==> src/rtl/draw_rect_layers.sv <==
// draw_rect_layers: double-buffered multi-rectangle compositor with a 2-stage pixel pipeline
module draw_rect_layers #(
  parameter int NUM_RECTS = 4,
  parameter int OUTLINE_W = 2,
  parameter logic [23:0] BG_COLOR = 24'h000000,
  localparam int IW = NUM_RECTS > 1 ? $clog2(NUM_RECTS) : 1
) (
  input  logic          clk_in,
  input  logic          rst_in,
  input  logic [10:0]   hcount_in,
  input  logic [9:0]    vcount_in,
  input  logic          new_frame_in,
  input  logic          wr_valid_in,
  output logic          wr_ready_out,
  input  logic [IW-1:0] wr_idx_in,
  input  logic [10:0]   wr_x1_in,
  input  logic [10:0]   wr_x2_in,
  input  logic [9:0]    wr_y1_in,
  input  logic [9:0]    wr_y2_in,
  input  logic [23:0]   wr_color_in,
  input  logic          wr_enable_in,
  input  logic          wr_outline_in,
  output logic [7:0]    red_out,
  output logic [7:0]    green_out,
  output logic [7:0]    blue_out,
  output logic          hit_out,
  output logic [IW-1:0] hit_idx_out
);
  typedef struct packed {
    logic [10:0] xl;
    logic [10:0] xh;
    logic [9:0]  yl;
    logic [9:0]  yh;
    logic [23:0] col;
    logic        en;
    logic        ol;
  } slot_t;

  slot_t shadow [NUM_RECTS];
  slot_t active [NUM_RECTS];
  slot_t ws;
  logic ready_q, acc;
  logic hit1_d, hit1_q;
  logic [IW-1:0] idx1_d, idx1_q;
  logic [23:0] col1_d, col1_q;

  function automatic logic covers(slot_t s, logic [10:0] h, logic [9:0] v);
    logic in_r, in_i;
    in_r = s.en && h >= s.xl && h < s.xh && v >= s.yl && v < s.yh;
    in_i = 32'(h) >= 32'(s.xl) + 32'(OUTLINE_W) && 32'(h) + 32'(OUTLINE_W) < 32'(s.xh) &&
           32'(v) >= 32'(s.yl) + 32'(OUTLINE_W) && 32'(v) + 32'(OUTLINE_W) < 32'(s.yh);
    return in_r && !(s.ol && in_i);
  endfunction

  assign wr_ready_out = ready_q & ~rst_in & ~new_frame_in;
  assign acc = wr_valid_in & wr_ready_out & (32'(wr_idx_in) < NUM_RECTS);

  always_comb begin
    ws.xl = wr_x1_in < wr_x2_in ? wr_x1_in : wr_x2_in;
    ws.xh = wr_x1_in < wr_x2_in ? wr_x2_in : wr_x1_in;
    ws.yl = wr_y1_in < wr_y2_in ? wr_y1_in : wr_y2_in;
    ws.yh = wr_y1_in < wr_y2_in ? wr_y2_in : wr_y1_in;
    ws.col = wr_color_in;
    ws.en = wr_enable_in;
    ws.ol = wr_outline_in;
  end

  always_comb begin
    hit1_d = 1'b0;
    idx1_d = '0;
    col1_d = '0;
    for (int i = NUM_RECTS - 1; i >= 0; i--)
      if (covers(active[i], hcount_in, vcount_in)) begin
        hit1_d = 1'b1;
        idx1_d = IW'(i);
        col1_d = active[i].col;
      end
  end

  always_ff @(posedge clk_in) begin
    if (rst_in) begin
      ready_q <= 1'b0;
      for (int i = 0; i < NUM_RECTS; i++) begin
        shadow[i] <= '0;
        active[i] <= '0;
      end
      hit1_q <= 1'b0;
      idx1_q <= '0;
      col1_q <= '0;
      {red_out, green_out, blue_out} <= '0;
      hit_out <= 1'b0;
      hit_idx_out <= '0;
    end else begin
      ready_q <= 1'b1;
      for (int i = 0; i < NUM_RECTS; i++) begin
        if (acc && wr_idx_in == IW'(i)) shadow[i] <= ws;
        if (new_frame_in) active[i] <= shadow[i];
      end
      hit1_q <= hit1_d;
      idx1_q <= idx1_d;
      col1_q <= col1_d;
      {red_out, green_out, blue_out} <= hit1_q ? col1_q : BG_COLOR;
      hit_out <= hit1_q;
      hit_idx_out <= idx1_q;
    end
  end
endmodule

==> config.mk <==
export PLATFORM = sky130hd
export DESIGN_NAME = draw_rect_layers
export DESIGN_NICKNAME = d
export VERILOG_FILES = /design/src/rtl/draw_rect_layers.sv
export SDC_FILE = /design/constraint.sdc
export NUM_CORES = 1
export LEC_CHECK = 0
export ABC_AREA = 1
export CORE_MARGIN = 3
export CORE_UTILIZATION = 40
export CTS_CLUSTER_DIAMETER = 80
export DETAILED_ROUTE_END_ITERATION = 10
export GPL_TIMING_DRIVEN = 0
export PLACE_DENSITY = 0.52
export SYNTH_ARGS = -nofsm -noshare
export SYNTH_HDL_FRONTEND = slang
export SYNTH_SLANG_ARGS = --single-unit
==> constraint.sdc <==
create_clock -name clk_in -period 12.89 [get_ports clk_in]
set_input_delay 2.578 -clock clk_in [delete_from_list [all_inputs] [get_ports clk_in]]
set_output_delay 2.578 -clock clk_in [all_outputs]
set_load 0.01 [all_outputs]
* Word-level counts from Yosys, hierarchy flattened *
Memories as Yosys holds them, arrays and structs flattened.
Index checks and enable logic that the tools add are counted.

operators by class
  bitwise operators = 14
  add/sub/neg operators = 10
  order comparisons = 34
  reduce and logical (&&, ||, !) cells = 48
  eq/ne operators = 3
  mux-type cells = 41

operators by type and width
  cell                                            count
  2-to-1 mux 68 bit                               8
  < comparator 32 x 10 -> 1 bit                   3
  < comparator 32 x 11 -> 1 bit                   3
  2-to-1 mux 24 bit                               4
  adder 11 x 2 -> 12 bit (second input constant)  5
  adder 10 x 2 -> 11 bit (second input constant)  5
  < comparator 11 bit                             5
  < comparator 10 bit                             5
  greater-or-equal comparator 11 x 12 -> 1 bit    4
  greater-or-equal comparator 10 x 11 -> 1 bit    4
  greater-or-equal comparator 11 bit              4
  greater-or-equal comparator 10 bit              4
  logical AND 1 bit                               40
  2-to-1 mux 1 bit                                23
  2-to-1 mux 11 bit                               2
  2-to-1 mux 10 bit                               2
  < comparator 12 x 11 -> 1 bit                   1
  < comparator 11 x 10 -> 1 bit                   1
  OR 1 bit                                        8
  == test 2 bit (second input constant)           2
  logical NOT 1 bit                               4
  2-to-1 mux 2 bit                                2
  OR reduction 2 bit                              2
  bitwise AND 1 bit                               3
  4 further kinds                                 6

word-level totals
  word-level logic and storage cells = 162
  memories = 2
  bits of input ports = 95
  memory bits (writable) = 544
  bits in registers = 55
  output and inout port bits = 28

memory list
  memory  depth  width  rd ports  clocked after Yosys merged registers in  wr ports  line  text
  active  4      68     4         0                                        4         40    slot_t active [NUM_RECTS];
  shadow  4      68     4         0                                        4         39    slot_t shadow [NUM_RECTS];

* Longest topological paths before layout *
Gate-level depths: netlist (run 1).
An unclocked memory read counts as a cell.

  depth after elaboration = 13
  mapped depth = 22
  depth with buffers taken out = 21

* Least setup slack after synthesis (run 1) *
OpenSTA, ideal clock, no wires.

  path type = input to register
  start = input port new_frame_in
  end = memory shadow[0][0] (netlist bit), enable pin
  required time = 12171 ps
  slack = 1201 ps
  library setup time = 719 ps
  stages on the path = 6
  arrival time = 10970 ps
  buffers on the path = 2
  cells stage by stage = or2_1 -> nor3b_2 -> nand3_1 -> clkbuf_1 -> clkbuf_1 -> nand2_1

RTL lines
  what                line  text
  start: declaration  12    input logic new_frame_in,
  end: declaration    39

* Worst setup path after layout (run 1) *
  start = input port rst_in
  end = output port wr_ready_out

between the ends
  cells in the longest elaborated chain, start to end = 3

RTL lines
  what                            line  text
  start: declaration              9     input logic rst_in,
  NOT 1 bit                       55    assign wr_ready_out = ready_q & ~rst_in & ~new_frame_in;
  bitwise AND 1 bit (2 in a row)  55
  end: declaration                14    output logic wr_ready_out,

No other way between the ends.

==> qor.txt, run 1 <==
Outcome -> complete, no violations
Via Count -> 22,394
WHS Endpoint -> green_out[1]
Max Cap Violations -> 0
Synth top area share -> 0.5050
Final Hold Vio Count -> 0
Tot GR Track Use -> 0.1995
PortBufs -> 122
Vias per cell -> 4.742
N_diodes -> 0
Io pins -> 123
Initial Util -> 0.4068
Vias in the first global route -> 22,092
Hold path startpoint -> col1_q[9]
Final Cycle Share -> 0.5766
Main synth FF type -> edfxtp_1
CTS Sinks -> 599
Crit start category -> input port
Post-CTS setup buffers -> 0
Post-route minimum period -> 7.432 ns
R2R Setup Slk -> 9.19 ns
Synthesized flop and latch total -> 599
Root buf cell -> clkbuf_16
Row cnt -> 103
Final core occ -> 0.4691
Hold_ws -> 0.4065 ns
Rel. slew slack -> 0.09745
Highest Clock Rate -> 0.1345 GHz
Power Dens Cells -> 124.8 mW/mm²
Area growth, synth to finish -> 15.31%
Post-CTS Resized -> 0
Power consumption -> 4.656 mW
Worst r2r path cells -> 21
Maximum root-to-sink buffer count -> 3
Leak Pwr -> 15.92 nW
TritonCTS Buffers -> 66
Synthesized net count -> 3,855
Initial antenna violation count -> 0
CTS tree -> done
Post-Synth Simple-Gate Area -> 0.1803
HPWL Detailed -> 59.80 mm
Final setup vio count -> 0
Synth warn -> 0
CTS H-tree depth -> 3
FFs w/ async S/R, synth -> 0
Global-route wire length before repair -> 128.9 mm
Max-slew violations -> 0
Adder-cell share of the synthesized area -> 0.1319
Detailed Route WL -> 83.87 mm
Core area -> 0.07952 mm²
Largest net degree at the start of global routing -> 59
Layout cells sized above 1 -> 0.04357
Worst EP arrival -> 4.85 ns
Routability cong. -> 0.8385
Critical path required time -> 10.31 ns
Final instance area -> 0.03730 mm²
Hold WC Path Type -> reg -> reg
Main combinational cell family by area after synthesis -> simple AND/OR/NAND/NOR gates
Die area -> 0.08432 mm²
Fin Clk Skew -> 0.02880 ns
Post-synth top cells -> 780 x nor2_1, 606 x inv_1, 544 x edfxtp_1, 444 x nand2_1, 341 x ha_1
Final #Nets -> 4,057
DR iter-0 viols -> 1,369
Chip Width -> 290.4 µm
Cell area after synthesis -> 0.03235 mm²
Sequential share of the synthesized area -> 0.5390
GR Overflow Total -> 0
CTS Hold Bufs -> 0
Syn Inst Count -> 3,419
Area leader, netlist -> edfxtp_1
Drt pass-1 iters -> 5
Setup TNS -> 0 ns
WS Path Type -> in -> out
DP Area -> 0.03516 mm²
RSZ-0062 raised after global routing -> no
Worst r2r src -> active[0][60]
DRC -> 0
Distinct cells, synth -> 44
WL/cell -> 17.76 µm
Critical path endpoint category -> primary output
EDFF count, synth -> 544
XOR/XNOR Fraction of Synth Area -> 0.02004
Worst Max-Slew Pin Slew -> 1.354 ns
Syn Area/Cell -> 9.461 µm²
Crit Path Max Fanout -> 57
Worst skew pair latency -> 0.61 ns
Worst-path clk slew -> 0.06 ns
Top cells by area, synth -> edfxtp_1 50%, ha_1 13%, nor2_1 9.1%, inv_1 7.0%, nand2_1 5.2%
R2r endpoint -> col1_q[9]
Peak supply drop -> 0.00008051 V
ANT nets after route -> 0
Hold depth -> 2
Compound-Gate Fraction of Synth Area -> 0.04580
Die height -> 290.4 µm
Mux contribution to synthesized area -> 0
Count leader, synth -> nor2_1
-- power breakdown --
part | leakage [nW] | internal [mW] | switching, mW | total (mW)
sequential | 6.37 | 2.20 | 0.0288 | 2.22
clock | 1.04 | 1.05 | 0.801 | 1.85
combinational | 8.51 | 0.193 | 0.386 | 0.580
total | 15.9 | 3.44 | 1.22 | 4.66
-- area by class of cell --
| cell class | count | area, µm² |
|---|---|---|
| clock inverters | 24 | 216.5 |
| well taps | 1050 | 1314 |
| multi-input cells | 2124 | 12260 |
| plain buffers | 83 | 381.6 |
| flip-flops and latches | 599 | 17440 |
| repair buffers | 134 | 1476 |
| inverters | 613 | 2301 |
| clock buffers | 95 | 1914 |
| fillers | 7531 | 42210 |
-- sequential cells by signal, summed over array words and instances, names as in the netlist --
register,cells
active,272
blue_out,8
col1_q,24
green_out,8
hit1_q,1
hit_idx_out,2
hit_out,1
idx1_q,2
ready_q,1
red_out,8
shadow,272
-- per-layer routing --
metal	share of wire	GRT usage
met1	0.46	0.2672
met2	0.48	0.3465
met3	0.037	0.02040
met4	0.019	0.05028
met5	0	0
-- how the worst max path moves through the flow --
stage               cells past startpoint         start            end  slack [ns]
finish                                  5        rst_in   wr_ready_out        5.46
global route                            5        rst_in   wr_ready_out        5.35
CTS                                     5        rst_in   wr_ready_out        5.43
detailed placement                      5        rst_in   wr_ready_out        5.44
global placement                        7        rst_in  shadow[0][51]       -5.79
floorplan                               6  new_frame_in   shadow[0][0]        1.20
-- worst max-delay path, stage by stage --
cell and delay, ns:
clkdlybuf4s50_1 0.75, or2_4 0.57, buf_16 0.35, nor2_1 0.10
clkdlybuf4s50_1 0.49
-- through the flow --
stage | setup slack (ns) | std cells
after floorplan | 1.201 | 3419
after detailed placement | 5.439 | 4601
final | 5.458 | 4722
after global placement | -5.786 | 4591
after CTS | 5.431 | 4720
after global routing | 5.345 | 4722
-- cells by family (layout without fill, tap and decap cells) --
kind of cell               Yosys count  in the layout
adders and majority gates          341            341
DFF                                599            599
xor gates and xnor gates            74             74
buffers and inverters              696            949
AOI/OAI and AO/OA                  269            269
and+or+nand+nor                   1440           1440
-- cell usage in the layout (no fill, tap or decap), types with 4 or more instances in the layout --
master	count
buf_4	6
clkbuf_8	9
o21ai_0	54
dfxtp_1	55
o2111ai_1	6
o211ai_1	12
xor2_1	63
clkinv_1	6
nand4_1	34
nor2_1	780
xnor2_1	11
nand2_1	440
clkbuf_1	76
a21oi_1	164
nor3_1	23
o21a_1	14
clkdlybuf4s50_1	122
ha_1	341
nor2_2	7
buf_2	16
edfxtp_1	544
a21o_1	6
clkbuf_16	69
nand3b_1	11
inv_2	5
buf_6	4
inv_1	606
nor3b_1	5
nand2_4	6
nand3_1	121
buf_16	8
clkinv_2	11
Power figures use the tool's default switching activity.
==> run 2: changes to the inputs <==
==> constraint.sdc (replaced) <==
create_clock -name clk_in -period 7.8 [get_ports clk_in]
set_input_delay 1.56 -clock clk_in [delete_from_list [all_inputs] [get_ports clk_in]]
set_output_delay 1.56 -clock clk_in [all_outputs]
set_load 0.01 [all_outputs]
==> qor.txt, run 2 (synthesized netlist as in run 1, its figures left out) <==
Outcome -> complete, no violations
WHS Endpoint -> green_out[4]
Drt pass-1 iters -> 5 (unchanged)
Post-CTS setup buffers -> 0 (unchanged)
Net Sw Power -> 2.024 mW (+66%)
ANT nets after route -> 0 (unchanged)
Detailed Route WL -> 84.56 mm (+0.82%)
Sw Ratio -> 0.2613 (about the same)
PortBufs -> 122 (unchanged)
RSZ-0062 raised after global routing -> no
Int Pwr -> 5.721 mW (+66%)
Most frequent cells in the layout -> 780 x nor2_1, 606 x inv_1, 544 x edfxtp_1, 440 x nand2_1, 341 x ha_1
Post-route minimum period -> 5.713 ns
Final worst slack -> 2.087 ns (-3.371 ns)
Tot GR Track Use -> 0.1994 (about the same)
Initial antenna violation count -> 0 (unchanged)
Final #Nets -> 4,055 (-0.049%)
Maximum root-to-sink buffer count -> 3 (unchanged)
HPWL Detailed -> 59.97 mm (+0.28%)
CTS H-tree depth -> 3 (unchanged)
Routability cong. -> 0.8435 (+0.60%)
Dpl cells -> 4,600 (-0.022%)
WL/cell -> 17.91 µm (+0.82%)
Max Cap Violations -> 0 (unchanged)
Commonest non-fill, non-tap cell in the layout -> nor2_1
Largest net degree at the start of global routing -> 64 (+8.5%)
Max-slew violations -> 0 (unchanged)
CTS Sinks -> 599 (unchanged)
Peak supply drop -> 0.0001241 V (+54%)
DRC -> 0 (unchanged)
Die area -> 0.08432 mm² (unchanged)
Crit path from -> hcount_in[2]
R2r endpoint -> col1_q[15]
Hold depth -> 2 (unchanged)
Core area -> 0.07952 mm² (unchanged)
Final instance area -> 0.03731 mm² (about the same)
Via Count -> 22,521 (+0.57%)
Worst r2r path cells -> 22 (+4.8%)
Initial Util -> 0.4068 (unchanged)
Vias per cell -> 4.769 (+0.57%)
CTS Hold Bufs -> 0 (unchanged)
Worst EP arrival -> 6.21 ns (+1.36 ns)
Part of the power in registers -> 0.475 (-0.003)
Root buf cell -> clkbuf_16
Rel. slew slack -> 0.05179 (-0.04566)
Setup WS pre-CTS -> 1.478 ns (-3.962 ns)
R2R Setup Slk -> 4.05 ns (-5.14 ns)
Power Dens Cells -> 207.6 mW/mm² (+66%)
Worst r2r src -> active[3][60]
Final core occ -> 0.4692 (about the same)
GR Overflow Total -> 0 (unchanged)
Global-route wire length before repair -> 128.5 mm (-0.34%)
Worst Max-Slew Pin Slew -> 1.407 ns (+0.05361 ns)
Chip Width -> 290.4 µm (unchanged)
DP Area -> 0.03516 mm² (about the same)
Critical path endpoint category -> flop
Hold path startpoint -> col1_q[12]
Post-CTS Resized -> 0 (unchanged)
Final Cycle Share -> 0.7324
Worst skew pair latency -> 0.62 ns (about the same)
Top flop regs -> active: 272 flops, shadow: 272 flops, col1_q: 24 flops
Fin Clk Skew -> 0.02807 ns (-0.0007236 ns)
Critical path required time -> 8.30 ns (-2.01 ns)
Die height -> 290.4 µm (unchanged)
Io pins -> 123 (unchanged)
Leak Pwr -> 15.92 nW (about the same)
Area growth, synth to finish -> 15.34% (about the same)
WS Path Type -> in -> reg
Highest Clock Rate -> 0.1750 GHz
Final setup vio count -> 0 (unchanged)
Crit start category -> input port
Layout cells sized above 1 -> 0.04141 (-0.002167)
Crit Path Max Fanout -> 14 (-75%)
DR iter-0 viols -> 1,472 (+7.5%)
Comb power frac -> 0.124 (about the same)
Final Hold Vio Count -> 0 (unchanged)
Clock share of power -> 0.402 (+0.004)
Row cnt -> 103 (unchanged)
Vias in the first global route -> 21,906 (-0.84%)
CTS tree -> done
Hold_ws -> 0.4062 ns (-0.0002710 ns)
Hold WC Path Type -> reg -> reg
Finished Layout Cells -> 4,722 (unchanged)
TritonCTS Buffers -> 66 (unchanged)
Worst-path clk slew -> 0.06 ns (about the same)
[run 2: changes by cell type in the layout (fill, tap and decap cells not counted), moves of 2 or more]
| cell | previous run | this run |
|---|---|---|
| clkinv_1 | 6 | 12 |
| clkbuf_8 | 9 | 4 |
| clkinv_2 | 11 | 8 |
| bufinv_16 | 0 | 2 |
[run 2: worst max-delay path by stage]
stage                    end  slack, ns  cells after the start
2_1_floorplan   shadow[0][0]       1.34                      6
3_3_place_gp   shadow[0][51]      -3.33                      7
3_5_place_dp      col1_q[21]       1.48                     20
4_1_cts           col1_q[21]       2.12                     20
5_1_grt           col1_q[21]       1.87                     20
6_report          col1_q[21]       2.09                     20
[run 2: routing by layer]
layer  wire, µm  up-vias  part of all wire  GRT usage
li1           -    11516                 -          -
met1      39000    10493              0.46     0.2731
met2      40230      419              0.48     0.3405
met3       3788       93             0.045    0.02117
met4       1540        0             0.018    0.04684
met5          0        -                 0          0
[run 2: through the flow]
stage	setup TNS [ns]	power (mW)
2_1_floorplan	0	4.319
3_3_place_gp	-823.42	4.697
6_report	0	7.745
5_1_grt	0	8.072
4_1_cts	0	7.823
3_5_place_dp	0	4.710
[run 2: layout make-up]
| class | count | area, µm² |
|---|---|---|
| diodes | 1 | 2.502 |
| plain buffers | 83 | 381.6 |
| clock buffers | 92 | 1874 |
| clock inverters | 28 | 265.3 |
| fillers | 7547 | 42200 |
| inverters | 613 | 2301 |
| multi-input cells | 2124 | 12260 |
| flip-flops and latches | 599 | 17440 |
| well taps | 1050 | 1314 |
| repair buffers | 132 | 1474 |
[run 2: critical path: stages]
cell	delay [ns]
clkdlybuf4s50_1	1.21
ha_1	0.35
nand2_1	0.10
nor2_2	0.28
inv_1	0.07
nor2_1	0.11
xor2_1	0.39
ha_1	0.34
a21oi_1	0.15
o21a_1	0.13
nand2_1	0.07
a21oi_1	0.22
nand2_1	0.17
nor2_1	0.12
nand3_1	0.09
nand2_1	0.21
buf_2	0.32
nand3_1	0.16
nand2_1	0.10
nand2_1	0.05
[run 2: power groups by stage]
stage / clock (mW) / combinational [mW] / sequential, mW
2_1_floorplan: 0 / 0.579 / 3.74
3_3_place_gp: 0 / 0.936 / 3.76
3_5_place_dp: 0 / 0.965 / 3.75
4_1_cts: 3.18 / 0.970 / 3.68
5_1_grt: 3.29 / 1.09 / 3.69
6_report: 3.11 / 0.958 / 3.68
